===== config.mk =====
export PLATFORM = sky130hd
export DESIGN_NAME = if_dual_fetch_flat
export DESIGN_NICKNAME = d
export VERILOG_FILES = /design/src/rtl/if_dual_fetch_pkg.sv /design/src/rtl/if_dual_fetch_if.sv /design/src/rtl/if_dual_fetch_pc_redirect_buf.sv /design/src/rtl/if_dual_fetch.sv /design/src/flat_wrapper.sv
export SDC_FILE = /design/constraint.sdc
export NUM_CORES = 1
export LEC_CHECK = 0
export BUFFER_PORTS_ARGS = -buffer_cell sky130_fd_sc_hd__buf_2
export CORE_MARGIN = 4
export CORE_UTILIZATION = 40
export DETAILED_ROUTE_END_ITERATION = 12
export GPL_ROUTABILITY_DRIVEN = 0
export GPL_TIMING_DRIVEN = 0
export HOLD_SLACK_MARGIN = 0.03
export PLACE_DENSITY = 0.67
export REMOVE_ABC_BUFFERS = 1
export SLEW_MARGIN = 20
export SYNTH_ARGS = -nofsm -noshare
export SYNTH_HDL_FRONTEND = slang
export SYNTH_HIERARCHICAL = 1
export SYNTH_SLANG_ARGS = --single-unit

===== constraint.sdc =====
create_clock -name clk -period 2.58 [get_ports clk]
set_input_delay 0.387 -clock clk [delete_from_list [all_inputs] [get_ports clk]]
set_output_delay 0.387 -clock clk [all_outputs]
set_load 0.1 [all_outputs]

===== src/rtl/if_dual_fetch_pkg.sv =====
`default_nettype none
// ============================================================================
// if_dual_fetch_pkg : shared widths, stall encoding and IF state encoding
// Revision: 1.0
// ============================================================================
package if_dual_fetch_pkg;

   localparam int STALL_WD    = 6;
   localparam int IF_TO_ID_WD = 33;
   localparam int BR_WD       = 33;

   localparam logic STOP    = 1'b1;
   localparam logic NO_STOP = 1'b0;

   localparam logic [31:0] RESET_PC_DEF = 32'hBFBF_FFF8;

   typedef enum logic [1:0] {
      RUN       = 2'd0,
      HOLD      = 2'd1,
      HOLD_PEND = 2'd2
   } if_state_e;

   function automatic logic is_misaligned(input logic [1:0] pc_lsb);
      return pc_lsb != 2'b00;
   endfunction

endpackage
`default_nettype wire


===== src/rtl/if_dual_fetch_if.sv =====
`default_nettype none
// ============================================================================
// if_dual_fetch_if : control inputs, IF->ID bus and inst SRAM port of IF
// Revision: 1.0
// ============================================================================
interface if_dual_fetch_if;
   import if_dual_fetch_pkg::*;

   logic                   flush;
   logic [31:0]            new_pc;
   logic [STALL_WD-1:0]    stall;
   logic                   fifo_full;
   logic [BR_WD-1:0]       br_bus;
   logic [IF_TO_ID_WD-1:0] if_to_id_bus;
   logic                   inst_sram_en;
   logic [3:0]             inst_sram_wen;
   logic [31:0]            inst_sram_addr;
   logic [31:0]            inst_sram_wdata;
   logic                   excp_adel;

   modport master (
      input  flush, new_pc, stall, fifo_full, br_bus,
      output if_to_id_bus, inst_sram_en, inst_sram_wen, inst_sram_addr,
             inst_sram_wdata, excp_adel
   );

   modport slave (
      output flush, new_pc, stall, fifo_full, br_bus,
      input  if_to_id_bus, inst_sram_en, inst_sram_wen, inst_sram_addr,
             inst_sram_wdata, excp_adel
   );

endinterface
`default_nettype wire


===== src/rtl/if_dual_fetch_pc_redirect_buf.sv =====
`default_nettype none
// ============================================================================
// pc_redirect_buf : remembers a branch target resolved while IF is held
// Revision: 1.0
// ============================================================================
module pc_redirect_buf (
   input  wire logic        clk,
   input  wire logic        rst,
   input  wire logic        latch_i,
   input  wire logic        clear_i,
   input  wire logic [31:0] addr_i,
   output logic             pend_v_o,
   output logic [31:0]      pend_addr_o
);

   logic        pend_v_q;
   logic [31:0] pend_addr_q;

   // A newer branch during the same hold overwrites the older target.
   always_ff @(posedge clk) begin
      if (rst) begin
         pend_v_q    <= 1'b0;
         pend_addr_q <= 32'h0;
      end else if (clear_i) begin
         pend_v_q    <= 1'b0;
      end else if (latch_i) begin
         pend_v_q    <= 1'b1;
         pend_addr_q <= addr_i;
      end
   end

   assign pend_v_o    = pend_v_q;
   assign pend_addr_o = pend_addr_q;

endmodule
`default_nettype wire


===== src/rtl/if_dual_fetch.sv =====
`default_nettype none
// ============================================================================
// if_dual_fetch : dual-issue IF stage, owns the PC and the 64-bit SRAM fetch
// Revision: 1.0
// ============================================================================
module if_dual_fetch
   import if_dual_fetch_pkg::*;
#(
   parameter logic [31:0] RESET_PC    = RESET_PC_DEF,
   parameter int          FETCH_BYTES = 8
) (
   input  wire logic        clk,
   input  wire logic        rst,
   if_dual_fetch_if.master  fetch_if
);

   localparam logic [31:0] C_FETCH_INC = 32'(FETCH_BYTES);

   if_state_e   state_q, state_d;
   logic [31:0] pc_q, pc_d;
   logic        ce_q, ce_d;

   logic        w_hold;
   logic        w_br_e;
   logic [31:0] w_br_addr;
   logic        w_pend_v;
   logic [31:0] w_pend_addr;
   logic        w_adel;
   logic        w_ce_out;

   assign w_hold    = (fetch_if.stall[0] == STOP) | fetch_if.fifo_full;
   assign w_br_e    = fetch_if.br_bus[32];
   assign w_br_addr = fetch_if.br_bus[31:0];

   // Any unheld edge either consumes the pending target or is overridden by a live branch.
   pc_redirect_buf u_redirect_buf (
      .clk         (clk),
      .rst         (rst),
      .latch_i     (w_hold & w_br_e & ~fetch_if.flush),
      .clear_i     (fetch_if.flush | ~w_hold),
      .addr_i      (w_br_addr),
      .pend_v_o    (w_pend_v),
      .pend_addr_o (w_pend_addr)
   );

   always_ff @(posedge clk) begin
      if (rst) begin
         state_q <= RUN;
         pc_q    <= RESET_PC;
         ce_q    <= 1'b0;
      end else begin
         state_q <= state_d;
         pc_q    <= pc_d;
         ce_q    <= ce_d;
      end
   end

   always_comb begin
      state_d = state_q;
      pc_d    = pc_q;
      ce_d    = ce_q;
      if (fetch_if.flush) begin
         pc_d    = fetch_if.new_pc;
         ce_d    = 1'b1;
         state_d = RUN;
      end else if (w_hold) begin
         if (w_br_e) begin
            state_d = HOLD_PEND;
         end else if (state_q != HOLD_PEND) begin
            state_d = HOLD;
         end
      end else if (w_br_e) begin
         pc_d    = w_br_addr;
         ce_d    = 1'b1;
         state_d = RUN;
      end else if (w_pend_v) begin
         pc_d    = w_pend_addr;
         ce_d    = 1'b1;
         state_d = RUN;
      end else begin
         pc_d    = pc_q + C_FETCH_INC;
         ce_d    = 1'b1;
         state_d = RUN;
      end
   end

   assign w_adel   = is_misaligned(pc_q[1:0]);
   assign w_ce_out = ce_q & ~w_adel;

   assign fetch_if.excp_adel       = w_adel;
   assign fetch_if.inst_sram_en    = w_ce_out;
   assign fetch_if.inst_sram_wen   = 4'b0000;
   assign fetch_if.inst_sram_addr  = pc_q;
   assign fetch_if.inst_sram_wdata = 32'h0;
   assign fetch_if.if_to_id_bus    = {w_ce_out, pc_q};

endmodule
`default_nettype wire


===== src/flat_wrapper.sv =====
// flat-port wrapper written by rule: the top's interface ports become plain ports
module if_dual_fetch_flat import if_dual_fetch_pkg::*;
#(
   parameter logic [31:0] RESET_PC    = RESET_PC_DEF,
   parameter int          FETCH_BYTES = 8
)
  (clk, rst, fetch_if_flush, fetch_if_new_pc, fetch_if_stall, fetch_if_fifo_full, fetch_if_br_bus, fetch_if_if_to_id_bus, fetch_if_inst_sram_en, fetch_if_inst_sram_wen, fetch_if_inst_sram_addr, fetch_if_inst_sram_wdata, fetch_if_excp_adel);
  if_dual_fetch_if fetch_if_i ();
  input  wire logic clk;
  input  wire logic rst;
  input wire logic [$bits(fetch_if_i.flush)-1:0] fetch_if_flush;
  input wire logic [$bits(fetch_if_i.new_pc)-1:0] fetch_if_new_pc;
  input wire logic [$bits(fetch_if_i.stall)-1:0] fetch_if_stall;
  input wire logic [$bits(fetch_if_i.fifo_full)-1:0] fetch_if_fifo_full;
  input wire logic [$bits(fetch_if_i.br_bus)-1:0] fetch_if_br_bus;
  output wire logic [$bits(fetch_if_i.if_to_id_bus)-1:0] fetch_if_if_to_id_bus;
  output wire logic [$bits(fetch_if_i.inst_sram_en)-1:0] fetch_if_inst_sram_en;
  output wire logic [$bits(fetch_if_i.inst_sram_wen)-1:0] fetch_if_inst_sram_wen;
  output wire logic [$bits(fetch_if_i.inst_sram_addr)-1:0] fetch_if_inst_sram_addr;
  output wire logic [$bits(fetch_if_i.inst_sram_wdata)-1:0] fetch_if_inst_sram_wdata;
  output wire logic [$bits(fetch_if_i.excp_adel)-1:0] fetch_if_excp_adel;
  assign fetch_if_i.flush = fetch_if_flush;
  assign fetch_if_i.new_pc = fetch_if_new_pc;
  assign fetch_if_i.stall = fetch_if_stall;
  assign fetch_if_i.fifo_full = fetch_if_fifo_full;
  assign fetch_if_i.br_bus = fetch_if_br_bus;
  assign fetch_if_if_to_id_bus = fetch_if_i.if_to_id_bus;
  assign fetch_if_inst_sram_en = fetch_if_i.inst_sram_en;
  assign fetch_if_inst_sram_wen = fetch_if_i.inst_sram_wen;
  assign fetch_if_inst_sram_addr = fetch_if_i.inst_sram_addr;
  assign fetch_if_inst_sram_wdata = fetch_if_i.inst_sram_wdata;
  assign fetch_if_excp_adel = fetch_if_i.excp_adel;
  if_dual_fetch #(.RESET_PC(RESET_PC), .FETCH_BYTES(FETCH_BYTES)) u_core (.clk(clk), .rst(rst), .fetch_if(fetch_if_i));
endmodule

==> flow_metrics.tcl, run 1 <==
set metrics [dict create \
    synth_flop_cell "sky130_fd_sc_hd__dfxtp_1" \
    p_clk_share_pct 34.5 \
    cts.sink_count 66 \
    min-delay-path-class "primary input to flip-flop" \
    row_count 38 \
    critPathKind "primary input to flip-flop" \
    fp.dieW_um 115 \
    clk_transition_reported_paths_ns 0.06 \
    hold_ws_ns 0.283 \
    instances_no_fill 796 \
    clock_buffer_count_from_cts 9 \
    xor_xnor_portion_of_the_synthesized_cell_area_pct 2.29 \
    cts_max_path_buffers 2 \
    adder_cell_share_of_the_synthesized_area_pct 0.273 \
    synth_compound_gate_area_share_pct 22.6 \
    post-dp-hpwl_um 9310 \
    route.final.wire_length_um 14400 \
    synth_simple_gate_area_share_pct 27.0 \
    synth_area_mm2 0.00459 \
    reg_to_reg_setup_timing_slack_ns 0.28 \
    power_per_cell_area_mw_per_mm2 716 \
    die_y_um 115 \
    min_tclk_post_route_ns 2.42 \
    drv.max_cap_violation_count 0 \
    grt_util_all_layers_pct 20.8 \
    timing.final.setup_violations 0 \
    vdd_ir_drop_max_mv 0.529 \
    worst_hold_path.num_cells 3 \
    outcome "complete, no violations" \
    r2r_end "u_core/fetch_if.inst_sram_addr[18]" \
    critPathCaptureType "flip-flop" \
    h-tree-depth 3 \
    swShare_pct 42.2 \
    detail_route.drc_violations 0 \
    layout-drive-gt1-share_pct 27.3 \
    clock_tree_from_tritoncts "yes" \
    reg2reg_from "u_core/fetch_if.inst_sram_addr[5]" \
    critical_path.cell_chain "clkbuf_4 -> o21ba_4 -> inv_2 -> nor2_4 -> nor2b_4 -> buf_4 -> o21ai_1" \
    fp.coreArea_mm2 0.0110 \
    share_of_flip_flops_with_an_asynchronous_set_or_reset_pct 0 \
    ys_ff_latch 66 \
    synth_top_area_share_pct 28.8 \
    dp_cells 775 \
    critical_path.endpoint "u_core/u_redirect_buf/pend_addr_o[24]" \
    crit_path_start "fetch_if_flush" \
    grt_pass1_vias 4253 \
    timing.critical_path.slowest_stage_cell "sky130_fd_sc_hd__o21ba_4" \
    finalClockSkew_ns 0.00859 \
    ant_nets 0 \
    critical_path.max_stage_delay_ns 0.49 \
    detailroute.via_count 4530 \
    net-switching-power_w 0.00162 \
    synthCells 575 \
    worst_ep_required_time_ns 2.79 \
    combPwrFrac_pct 35.7 \
    detail_route.wl_per_cell_um 18.1 \
    synthMuxAreaShare_pct 2.18 \
    timing.slew.headroom_pct 34.1 \
    cp_data_arrival_time_ns 2.63 \
    placement.setup.worst_slack_ns -0.926 \
    fin_crit_sh_pct 93.6 \
    die-area_mm2 0.0133 \
    final_core_utilization_pct 48.7 \
    start_kind "primary input" \
    buffer_ports.inserted 136 \
    cellLeakagePower_nw 2.16 \
    r2r_cells 5 \
    initial_utilization_pct 41.6 \
    synth_largest_area_cell "sky130_fd_sc_hd__dfxtp_1" \
    timing.critical_path.buf_inv 3 \
    number_of_antenna_violations_at_the_first_check_in_global_routing 0 \
    timing.final.hold_violations 0 \
    pin_count 178 \
    areaGrowthSynthToFinish_pct 17.0 \
    layout.nets 728 \
    cellInternalPower_w 0.00222 \
    stdcell_area_mm2 0.00537 \
    insertedDiodeCount 0 \
    grt_pass1_wl_um 21900 \
    cp_max_fo 47 \
    synth_enable_flop_cells 0 \
    clock_insertion_delay_at_the_later_pin_of_the_skew_report_ns 0.33 \
    ys_top_cells_by_area "sky130_fd_sc_hd__dfxtp_1 29%, sky130_fd_sc_hd__buf_4 11%, sky130_fd_sc_hd__nand4bb_1 7.9%, sky130_fd_sc_hd__o21ai_0 5.0%, sky130_fd_sc_hd__nand2b_1 4.5%" \
    postPlaceCellArea_mm2 0.00496 \
    vias_per_cell 5.69 \
    clock-root-buffer "sky130_fd_sc_hd__clkbuf_16" \
    synth.distinct_cells 55 \
    final-max-slew-violation-count 0 \
    globalRoute.totalOverflow 0 \
    detail_route.iter0.violations 361 \
    cp_top_family "buffers and inverters" \
    unrepaired_setup_endpoints_after_global_routing "false" \
    synth.avg_cell_area_um2 7.98 \
    first_pass_iters 5 \
    synth.yosys.seq_area_share_pct 28.8 \
    grt_max_degree 48 \
    seq_power_share_pct 29.8 \
    cp_num_cells 7 \
    worst_pin_slew_ns 0.980 \
    maximum_frequency_from_static_timing_analysis_mhz 414 \
    cts_hold_buf 0 \
    ys.warnings.count 6 \
    fin_ws_ns 0.164 \
    largest_family_of_logic_cells_by_synthesized_area "simple AND/OR/NAND/NOR gates" \
]
## Yosys cell counts, types with 2 or more instances
master	instances
sky130_fd_sc_hd__o22ai_1	4
sky130_fd_sc_hd__o2bb2ai_1	2
sky130_fd_sc_hd__a211oi_1	10
sky130_fd_sc_hd__a31oi_1	5
sky130_fd_sc_hd__inv_1	13
sky130_fd_sc_hd__o21ai_1	30
sky130_fd_sc_hd__buf_6	2
sky130_fd_sc_hd__nor4_1	2
sky130_fd_sc_hd__a211o_1	4
sky130_fd_sc_hd__nand2b_1	33
sky130_fd_sc_hd__o211ai_1	5
sky130_fd_sc_hd__nand4bb_1	32
sky130_fd_sc_hd__a221oi_1	22
sky130_fd_sc_hd__or2_2	5
sky130_fd_sc_hd__nand4_1	9
sky130_fd_sc_hd__nand2_1	22
sky130_fd_sc_hd__xnor2_1	5
sky130_fd_sc_hd__o21ai_0	46
sky130_fd_sc_hd__buf_2	8
sky130_fd_sc_hd__buf_1	5
sky130_fd_sc_hd__nand3_1	12
sky130_fd_sc_hd__a221o_1	5
sky130_fd_sc_hd__o31ai_1	3
sky130_fd_sc_hd__dfxtp_1	66
sky130_fd_sc_hd__buf_4	70
sky130_fd_sc_hd__nor3_1	18
sky130_fd_sc_hd__a22oi_1	2
sky130_fd_sc_hd__clkbuf_1	30
sky130_fd_sc_hd__nor2_1	46
sky130_fd_sc_hd__mux2i_1	10
sky130_fd_sc_hd__a21oi_1	16
sky130_fd_sc_hd__and3_1	2
sky130_fd_sc_hd__nor4_2	2
sky130_fd_sc_hd__xor2_1	7
sky130_fd_sc_hd__nor2b_1	2
## power by group through the flow
stage / Combinational, W / Clock (W) / Sequential, W
floorplan: 0.000548 / 0 / 0.00169
detailed placement: 0.00135 / 0 / 0.00117
global placement: 0.00133 / 0 / 0.00116
global route: 0.00143 / 0.00140 / 0.00116
CTS: 0.00137 / 0.00135 / 0.00115
finish: 0.00137 / 0.00133 / 0.00115
## layout make-up
class	instances	area (um^2)
fill	1053	5660
multi-input combinational	417	2680
sequential	66	1320
timing repair buffer	145	828
clock buffer	13	260
tap	140	175
clock inverter	2	60.1
inverter	13	48.8
## registers in the layout, indices dropped and copies added (netlist names)
register / count
u_core/fetch_if.inst_sram_addr: 32
u_core/u_redirect_buf/pend_addr_o: 32
u_core/ce_q: 1
u_core/u_redirect_buf/pend_v_o: 1
## per-layer routing
layer	up-vias	global-route usage [%]	routed length, um
li1	2141	-	-
met1	2145	27.2	5990
met2	228	34.6	6950
met3	16	4.26	1320
met4	0	5.87	133
met5	-	0	0
## worst reg2reg max path, stage by stage (launching register included)
cell and delay, ns:
sky130_fd_sc_hd__dfxtp_1 0.53, sky130_fd_sc_hd__nand4_4 0.19, sky130_fd_sc_hd__nor4_2 0.88, sky130_fd_sc_hd__nor4b_1 0.32, sky130_fd_sc_hd__o21ai_0 0.12, sky130_fd_sc_hd__a31oi_1 0.19
## stage by stage
stage / power (W) / setup TNS [ns]
final: 0.00385 / 0
after floorplan: 0.00224 / -33.43
after detailed placement: 0.00252 / -27.75
after CTS: 0.00386 / 0
after global routing: 0.00399 / 0
after global placement: 0.00249 / -125.98
## what timing repair did
| action | CTS | global route |
|---|---|---|
| gates resized for setup | 2 | 1 |
| pin swaps | 0 | 0 |
| gates cloned | 1 | 0 |
| buffers inserted | 5 | 0 |
| endpoints found under the setup margin | 32 | 27 |
## cells by family (layout without fill, tap and decap cells)
| family | count (synthesis) | after routing |
|---|---|---|
| xor+xnor | 12 | 12 |
| fa+ha+maj | 1 | 1 |
| other cells | 1 | 36 |
| flops | 66 | 66 |
| compound gates | 162 | 162 |
| simple gates | 195 | 196 |
| mux | 10 | 10 |
| buf+inv | 128 | 173 |
## cell usage in the layout, fill, tap and decap left out, types with 12 or more instances in the layout
cell                        instances
sky130_fd_sc_hd__nand3_1           12
sky130_fd_sc_hd__inv_1             12
sky130_fd_sc_hd__nand2_1           22
sky130_fd_sc_hd__nor3_1            18
sky130_fd_sc_hd__a221oi_1          22
sky130_fd_sc_hd__nand2b_1          33
sky130_fd_sc_hd__nor2_1            43
sky130_fd_sc_hd__conb_1            36
sky130_fd_sc_hd__a21oi_1           16
sky130_fd_sc_hd__dfxtp_1           66
sky130_fd_sc_hd__buf_2            135
sky130_fd_sc_hd__o21ai_1           30
sky130_fd_sc_hd__nand4bb_1         32
sky130_fd_sc_hd__o21ai_0           46
## worst min-delay path by stage
| stage | startpoint | end |
|---|---|---|
| 2_1_floorplan | u_core/ce_q | u_core/ce_q |
| 3_3_place_gp | u_core/fetch_if.inst_sram_addr[2] | u_core/fetch_if.inst_sram_addr[2] |
| 3_5_place_dp | u_core/u_redirect_buf/pend_addr_o[19] | u_core/u_redirect_buf/pend_addr_o[19] |
| 4_1_cts | fetch_if_new_pc[6] | u_core/fetch_if.inst_sram_addr[6] |
| 5_1_grt | fetch_if_new_pc[6] | u_core/fetch_if.inst_sram_addr[6] |
| 6_report | fetch_if_new_pc[6] | u_core/fetch_if.inst_sram_addr[6] |
No activity file was read; power rests on OpenSTA's default activity.
==> run 2: changes to the inputs <==
--- a/config.mk
+++ b/config.mk
@@ -12,10 +12,9 @@
 export GPL_ROUTABILITY_DRIVEN = 0
 export GPL_TIMING_DRIVEN = 0
 export HOLD_SLACK_MARGIN = 0.03
-export PLACE_DENSITY = 0.67
+export PLACE_DENSITY = 0.72
 export REMOVE_ABC_BUFFERS = 1
 export SLEW_MARGIN = 20
 export SYNTH_ARGS = -nofsm -noshare
 export SYNTH_HDL_FRONTEND = slang
-export SYNTH_HIERARCHICAL = 1
 export SYNTH_SLANG_ARGS = --single-unit
==> run 2 against run 1 <==
Non-clock buffer count is 6 lower. Clock power is 36% lower. Setup slack better by 0.048 ns. Via count is 2.5% higher. Combinational power is 7% higher. Sequential share of layout area is 1.7 points higher. Fmax is 2.0% higher. Die area is 3.2% lower. Global-route usage is 0.35 points higher. Critical path depth stayed put. Sequential cell count stayed put. Wire length is 1.3% lower.
==> flow_metrics.tcl, run 2 <==
set metrics [dict create \
    cts.sink_count 66 \
    p_clk_share_pct 24.5 \
    adder_cell_share_of_the_synthesized_area_pct 0.282 \
    num-fill-cells 1103 \
    post-dp-hpwl_um 9610 \
    detailroute.via_count 4643 \
    synth_top_area_share_pct 29.8 \
    ys.warnings.count 0 \
    seq_power_share_pct 33.6 \
    timing.slew.headroom_pct 46.1 \
    share_of_flip_flops_with_an_asynchronous_set_or_reset_pct 0 \
    hold_ws_ns 0.258 \
    timing.final.setup_violations 0 \
    globalRoute.totalOverflow 0 \
    vias_per_cell 5.59 \
    stdcell_area_mm2 0.00502 \
    timing.critical_path.buf_inv 3 \
    ys_top_cells_by_area "sky130_fd_sc_hd__dfxtp_1 30%, sky130_fd_sc_hd__buf_4 12%, sky130_fd_sc_hd__nand2_1 11%, sky130_fd_sc_hd__a21oi_1 6.1%, sky130_fd_sc_hd__o21ai_0 4.3%" \
    most-common-layout-cells "133 x sky130_fd_sc_hd__buf_2, 124 x sky130_fd_sc_hd__nand2_1, 65 x sky130_fd_sc_hd__dfxtp_1" \
    synth_enable_flop_cells 0 \
    synthCells 610 \
    worst_ep_required_time_ns 2.83 \
    h-tree-depth 3 \
    die_y_um 113 \
    synth.distinct_cells 65 \
    cp_data_arrival_time_ns 2.62 \
    die-area_mm2 0.0128 \
    fp.coreArea_mm2 0.0108 \
    timing.critical_path.slowest_stage_cell "sky130_fd_sc_hd__inv_1" \
    ys_ff_latch 66 \
    grt_pass1_vias 4326 \
    number_of_antenna_violations_at_the_first_check_in_global_routing 0 \
    finalClockSkew_ns 0.00987 \
    critical_path.cell_chain "buf_4 -> inv_1 -> nand2_2 -> nor2_4 -> buf_16 -> nand2_1 -> a21oi_1" \
    unrepaired_setup_endpoints_after_global_routing "false" \
    buffer_ports.inserted 136 \
    ant_nets 0 \
    clock-root-buffer "sky130_fd_sc_hd__clkbuf_8" \
    cp_max_fo 54 \
    clk_transition_reported_paths_ns 0.07 \
    row_count 38 \
    first_pass_iters 5 \
    final-max-slew-violation-count 0 \
    outcome "complete, no violations" \
    layout-drive-gt1-share_pct 26.3 \
    power_per_cell_area_mw_per_mm2 696 \
    route.final.wire_length_um 14200 \
    xor_xnor_portion_of_the_synthesized_cell_area_pct 1.58 \
    clock_insertion_delay_at_the_later_pin_of_the_skew_report_ns 0.34 \
    cts_max_path_buffers 2 \
    clock_tree_from_tritoncts "yes" \
    synth_commonest_cells "126 x sky130_fd_sc_hd__nand2_1, 70 x sky130_fd_sc_hd__buf_4, 66 x sky130_fd_sc_hd__dfxtp_1" \
    post-synth-top-count-cell "sky130_fd_sc_hd__nand2_1" \
    largest_family_of_logic_cells_by_synthesized_area "simple AND/OR/NAND/NOR gates" \
    placement.setup.worst_slack_ns -0.656 \
    areaGrowthSynthToFinish_pct 13.4 \
    swShare_pct 48.8 \
    start_kind "primary input" \
    synth_simple_gate_area_share_pct 25.6 \
    fp.dieW_um 113 \
    footprint_of_the_multi_input_gates_mm2 0.00255 \
    maximum_frequency_from_static_timing_analysis_mhz 422 \
    worst_pin_slew_ns 0.803 \
    synth_compound_gate_area_share_pct 25.6 \
    layout.nets 762 \
    critical_path.max_stage_delay_ns 0.58 \
    min_tclk_post_route_ns 2.37 \
    grt_max_degree 71 \
    critPathCaptureType "flip-flop" \
    cts_hold_buf 0 \
    detail_route.wl_per_cell_um 17.1 \
    critPathKind "primary input to flip-flop" \
    clock_buffer_count_from_cts 9 \
    synth_area_mm2 0.00443 \
    vdd_ir_drop_max_mv 0.363 \
    drv.max_cap_violation_count 0 \
    initial_utilization_pct 40.9 \
    pin_count 178 \
    cts.repair_timing.setup_buffer_count 0 \
    net-switching-power_w 0.00171 \
    cellLeakagePower_nw 2.10 \
    reg_to_reg_setup_timing_slack_ns 0.21 \
    most_common_library_cell_in_the_layout_ignoring_fill_and_taps "sky130_fd_sc_hd__buf_2" \
    synth_flop_cell "sky130_fd_sc_hd__dfxtp_1" \
    detail_route.iter0.violations 373 \
    synth.yosys.seq_area_share_pct 29.8 \
    synth_largest_area_cell "sky130_fd_sc_hd__dfxtp_1" \
    synthMuxAreaShare_pct 0.932 \
    detail_route.drc_violations 0 \
    fin_crit_sh_pct 91.8 \
    cp_top_family "buffers and inverters" \
    cts-resized-gates 5 \
    cellInternalPower_w 0.00179 \
    grt_util_all_layers_pct 21.1 \
    fin_ws_ns 0.212 \
    combPwrFrac_pct 41.9 \
    seqCellArea_mm2 0.00132 \
    timing.final.hold_violations 0 \
    synth.avg_cell_area_um2 7.26 \
    grt_pass1_wl_um 22000 \
    postPlaceCellArea_mm2 0.00481 \
    min-delay-path-class "primary input to flip-flop" \
    insertedDiodeCount 0 \
]
## run 2: cell type report
cell class	count	share of cell area (%)
multi-input cells	460	50.7
flip-flops and latches	66	26.3
repair buffers	139	14.7
well taps	140	3.49
clock buffers	9	2.47
clock inverters	7	1.40
inverters	9	0.772
repair inverters	1	0.0997
## run 2: layer usage
metal  routed length [um]  up-vias  track usage [%]
li1                     -     2209                -
met1                 5990     2188             27.9
met2                 6800      229             35.9
met3                 1260       17             3.90
met4                  152        0             4.57
met5                    0        -                0
## run 2: kinds of logic after synthesis
| family | count (synthesis) |
|---|---|
| AOI/OAI and AO/OA | 176 |
| xor gates and xnor gates | 8 |
| adders and majority gates | 1 |
| buffers and inverters | 119 |
| DFF | 66 |
| muxes | 4 |
| other | 1 |
| and+or+nand+nor | 235 |
## run 2: power by group through the flow
| stage | logic (W) | clock network, W | registers [W] |
|---|---|---|---|
| 2_1_floorplan | 0.000584 | 0 | 0.00176 |
| 3_3_place_gp | 0.00143 | 0 | 0.00119 |
| 3_5_place_dp | 0.00145 | 0 | 0.00120 |
| 4_1_cts | 0.00146 | 0.000873 | 0.00117 |
| 5_1_grt | 0.00153 | 0.000909 | 0.00119 |
| 6_report | 0.00146 | 0.000856 | 0.00118 |
## run 2: path summary, 6_finish.rpt
check / startpoint / to / cells past startpoint
min reg2reg: u_core.u_redirect_buf.pend_addr_o[17] / u_core.u_redirect_buf.pend_addr_o[17] / 2
max reg2reg: u_core.u_redirect_buf.pend_v_o / u_core.fetch_if.inst_sram_addr[12] / 5
max: fetch_if_flush / u_core.u_redirect_buf.pend_addr_o[18] / 7
min: fetch_if_new_pc[3] / u_core.fetch_if.inst_sram_addr[3] / 2
## run 2: stage by stage
stage	std cells	TNS [ns]	power [W]	util, %
2_1_floorplan	535	-20.53	0.00234	-
6_report	831	0	0.00350	46.3
4_1_cts	831	0	0.00351	46.3
3_5_place_dp	814	-27.60	0.00265	44.3
5_1_grt	831	0	0.00363	46.3
3_3_place_gp	811	-77.28	0.00262	43.7
==> run 3: changes to the inputs <==
--- a/config.mk
+++ b/config.mk
@@ -7,12 +7,12 @@
 export LEC_CHECK = 0
 export BUFFER_PORTS_ARGS = -buffer_cell sky130_fd_sc_hd__buf_2
 export CORE_MARGIN = 4
-export CORE_UTILIZATION = 40
+export CORE_UTILIZATION = 49
 export DETAILED_ROUTE_END_ITERATION = 12
 export GPL_ROUTABILITY_DRIVEN = 0
 export GPL_TIMING_DRIVEN = 0
 export HOLD_SLACK_MARGIN = 0.03
-export PLACE_DENSITY = 0.72
+export PLACE_DENSITY = 0.85
 export REMOVE_ABC_BUFFERS = 1
 export SLEW_MARGIN = 20
 export SYNTH_ARGS = -nofsm -noshare
==> run 3 against run 2 <==
Critical path depth did not move. Largest power group unchanged. Sequential cell count did not move. Clock power rose by 4.7%. Setup slack got worse by 0.063 ns. First-iteration DRC count rose by 5.4%. Largest cell class unchanged.
==> flow_metrics.tcl, run 3 (same netlist as run 2, synthesis figures left out) <==
set metrics [dict create \
    timing.final.hold_violations 0 \
    crit_path_start "fetch_if_flush" \
    cts.sink_count 66 \
    reg2reg_from "u_core.fetch_if.inst_sram_addr[3]" \
    vdd_ir_drop_max_mv 0.345 \
    detail_route.drc_violations 0 \
    r2r_cells 6 \
    cellInternalPower_w 0.00185 \
    min_tclk_post_route_ns 2.43 \
    maximum_frequency_from_static_timing_analysis_mhz 411 \
    stdcell_area_mm2 0.00499 \
    cp_max_fo 54 \
    grt_pass1_vias 4333 \
    most_common_library_cell_in_the_layout_ignoring_fill_and_taps "sky130_fd_sc_hd__buf_2" \
    min-delay-path-class "primary input to flip-flop" \
    route.met3.wl_um 1420 \
    cellLeakagePower_nw 2.10 \
    postPlaceCellArea_mm2 0.00477 \
    unrepaired_setup_endpoints_after_global_routing "false" \
    cts_max_path_buffers 2 \
    first_pass_iters 6 \
    fp.coreArea_mm2 0.00876 \
    combPwrFrac_pct 41.5 \
    pin_count 178 \
    instances_no_fill 799 \
    cp_data_arrival_time_ns 2.70 \
    dp_cells 782 \
    timing.final.setup_violations 0 \
    grt_util_all_layers_pct 25.6 \
    startpoint_of_the_lowest_slack_hold_path "fetch_if_new_pc[3]" \
    final_core_utilization_pct 56.9 \
    h-tree-depth 3 \
    detailroute.via_count 4709 \
    p_clk_share_pct 25.3 \
    row_count 34 \
    most-common-layout-cells "133 x sky130_fd_sc_hd__buf_2, 124 x sky130_fd_sc_hd__nand2_1, 65 x sky130_fd_sc_hd__dfxtp_1" \
    finalClockSkew_ns 0.00871 \
    final-max-slew-violation-count 0 \
    initial_utilization_pct 50.5 \
    drv.max_cap_violation_count 0 \
    placement.setup.worst_slack_ns -0.682 \
    die-area_mm2 0.0106 \
    outcome "complete, no violations" \
    die_y_um 103 \
    critPathKind "primary input to flip-flop" \
    grt_max_degree 71 \
    post-dp-hpwl_um 9320 \
    buffer_ports.inserted 136 \
    m1WireLength_um 5460 \
    clock_insertion_delay_at_the_later_pin_of_the_skew_report_ns 0.35 \
    hold_ws_ns 0.244 \
    fin_ws_ns 0.149 \
    grt_pass1_wl_um 21400 \
    net-switching-power_w 0.00169 \
    start_kind "primary input" \
    ant_nets 0 \
    fin_crit_sh_pct 94.2 \
    highest-signal-layer "met4" \
    route.final.wire_length_um 13900 \
    clock_tree_from_tritoncts "yes" \
    num-fill-cells 822 \
    swShare_pct 47.8 \
    clock-root-buffer "sky130_fd_sc_hd__clkbuf_8" \
    number_of_antenna_violations_at_the_first_check_in_global_routing 0 \
    layout.nets 762 \
    worst_pin_slew_ns 1.06 \
    power_per_cell_area_mw_per_mm2 709 \
    detail_route.iter0.violations 393 \
    globalRoute.totalOverflow 0 \
    insertedDiodeCount 0 \
    worst_ep_required_time_ns 2.85 \
    worst_hold_path.num_cells 2 \
    timing.slew.headroom_pct 29.3 \
    met2_length_um 6670 \
    seq_power_share_pct 33.2 \
    layout-drive-gt1-share_pct 25.8 \
    fp.dieW_um 103 \
    vias_per_cell 5.89 \
    clock_buffer_count_from_cts 9 \
    clk_transition_reported_paths_ns 0.07 \
    critPathCaptureType "flip-flop" \
    detail_route.wl_per_cell_um 17.4 \
    areaGrowthSynthToFinish_pct 12.6 \
    cts.repair_timing.setup_buffer_count 0 \
]
-- run 3: cell types whose count changed in the layout (fill, tap and decap cells not counted), moves of 2 or more --
| cell | delta |
|---|---|
| sky130_fd_sc_hd__clkbuf_1 | +3 |
| sky130_fd_sc_hd__clkbuf_8 | +2 |
| sky130_fd_sc_hd__clkinv_2 | -2 |
| sky130_fd_sc_hd__clkinv_4 | -2 |
-- run 3: per-layer routing --
metal / GRT usage (%) / up-vias
met2: 41.6 / 271
met4: 11.0 / 0
met5: 0 / -
li1: - / 2202
met3: 5.07 / 38
met1: 33.0 / 2198
-- run 3: what timing repair did --
action / 4_1_cts / 5_1_grt
endpoints found under the setup margin: 46 / 32
cloned: 1 / 0
hold buffers: 0 / 0
endpoints found under the hold margin: 0 / 0
resized for setup: 4 / 2
pin swaps: 0 / 0
-- run 3: final cells by class --
type / instances / area (um^2) / area share [%]
multi-input cells: 460 / 2540 / 51.0
repair inverters: 1 / 7.51 / 0.150
inverters: 9 / 38.8 / 0.778
clock buffers: 14 / 163 / 3.26
well taps: 108 / 135 / 2.71
flip-flops and latches: 66 / 1320 / 26.5
repair buffers: 139 / 742 / 14.9
clock inverters: 2 / 35.0 / 0.702
-- run 3: through the flow --
| stage | setup TNS (ns) | total power [W] |
|---|---|---|
| 3_5_place_dp | -26.83 | 0.00265 |
| 6_report | 0 | 0.00354 |
| 5_1_grt | 0 | 0.00367 |
| 3_3_place_gp | -72.58 | 0.00261 |
| 2_1_floorplan | -20.53 | 0.00234 |
| 4_1_cts | 0 | 0.00353 |
-- run 3: final timing paths --
kind | slack [ns] | to
max | 0.15 | u_core.u_redirect_buf.pend_addr_o[6]
min | 0.24 | u_core.fetch_if.inst_sram_addr[3]
max reg2reg | 0.22 | u_core.fetch_if.inst_sram_addr[27]
min reg2reg | 0.46 | u_core.u_redirect_buf.pend_addr_o[26]
-- run 3: power groups by stage --
stage	sequential, W	combinational, W	clock (W)
final	0.00118	0.00147	0.000896
after global routing	0.00118	0.00153	0.000953
after CTS	0.00117	0.00146	0.000906
after detailed placement	0.00119	0.00145	0
after global placement	0.00119	0.00142	0
after floorplan	0.00176	0.000584	0
-- run 3: worst max-delay path, cell delays in order --
cell and delay, ns:
sky130_fd_sc_hd__buf_4 0.26, sky130_fd_sc_hd__inv_1 0.59, sky130_fd_sc_hd__nand2_2 0.48, sky130_fd_sc_hd__nor2_4 0.53
sky130_fd_sc_hd__buf_16 0.23, sky130_fd_sc_hd__nand2_1 0.07, sky130_fd_sc_hd__a21oi_1 0.13
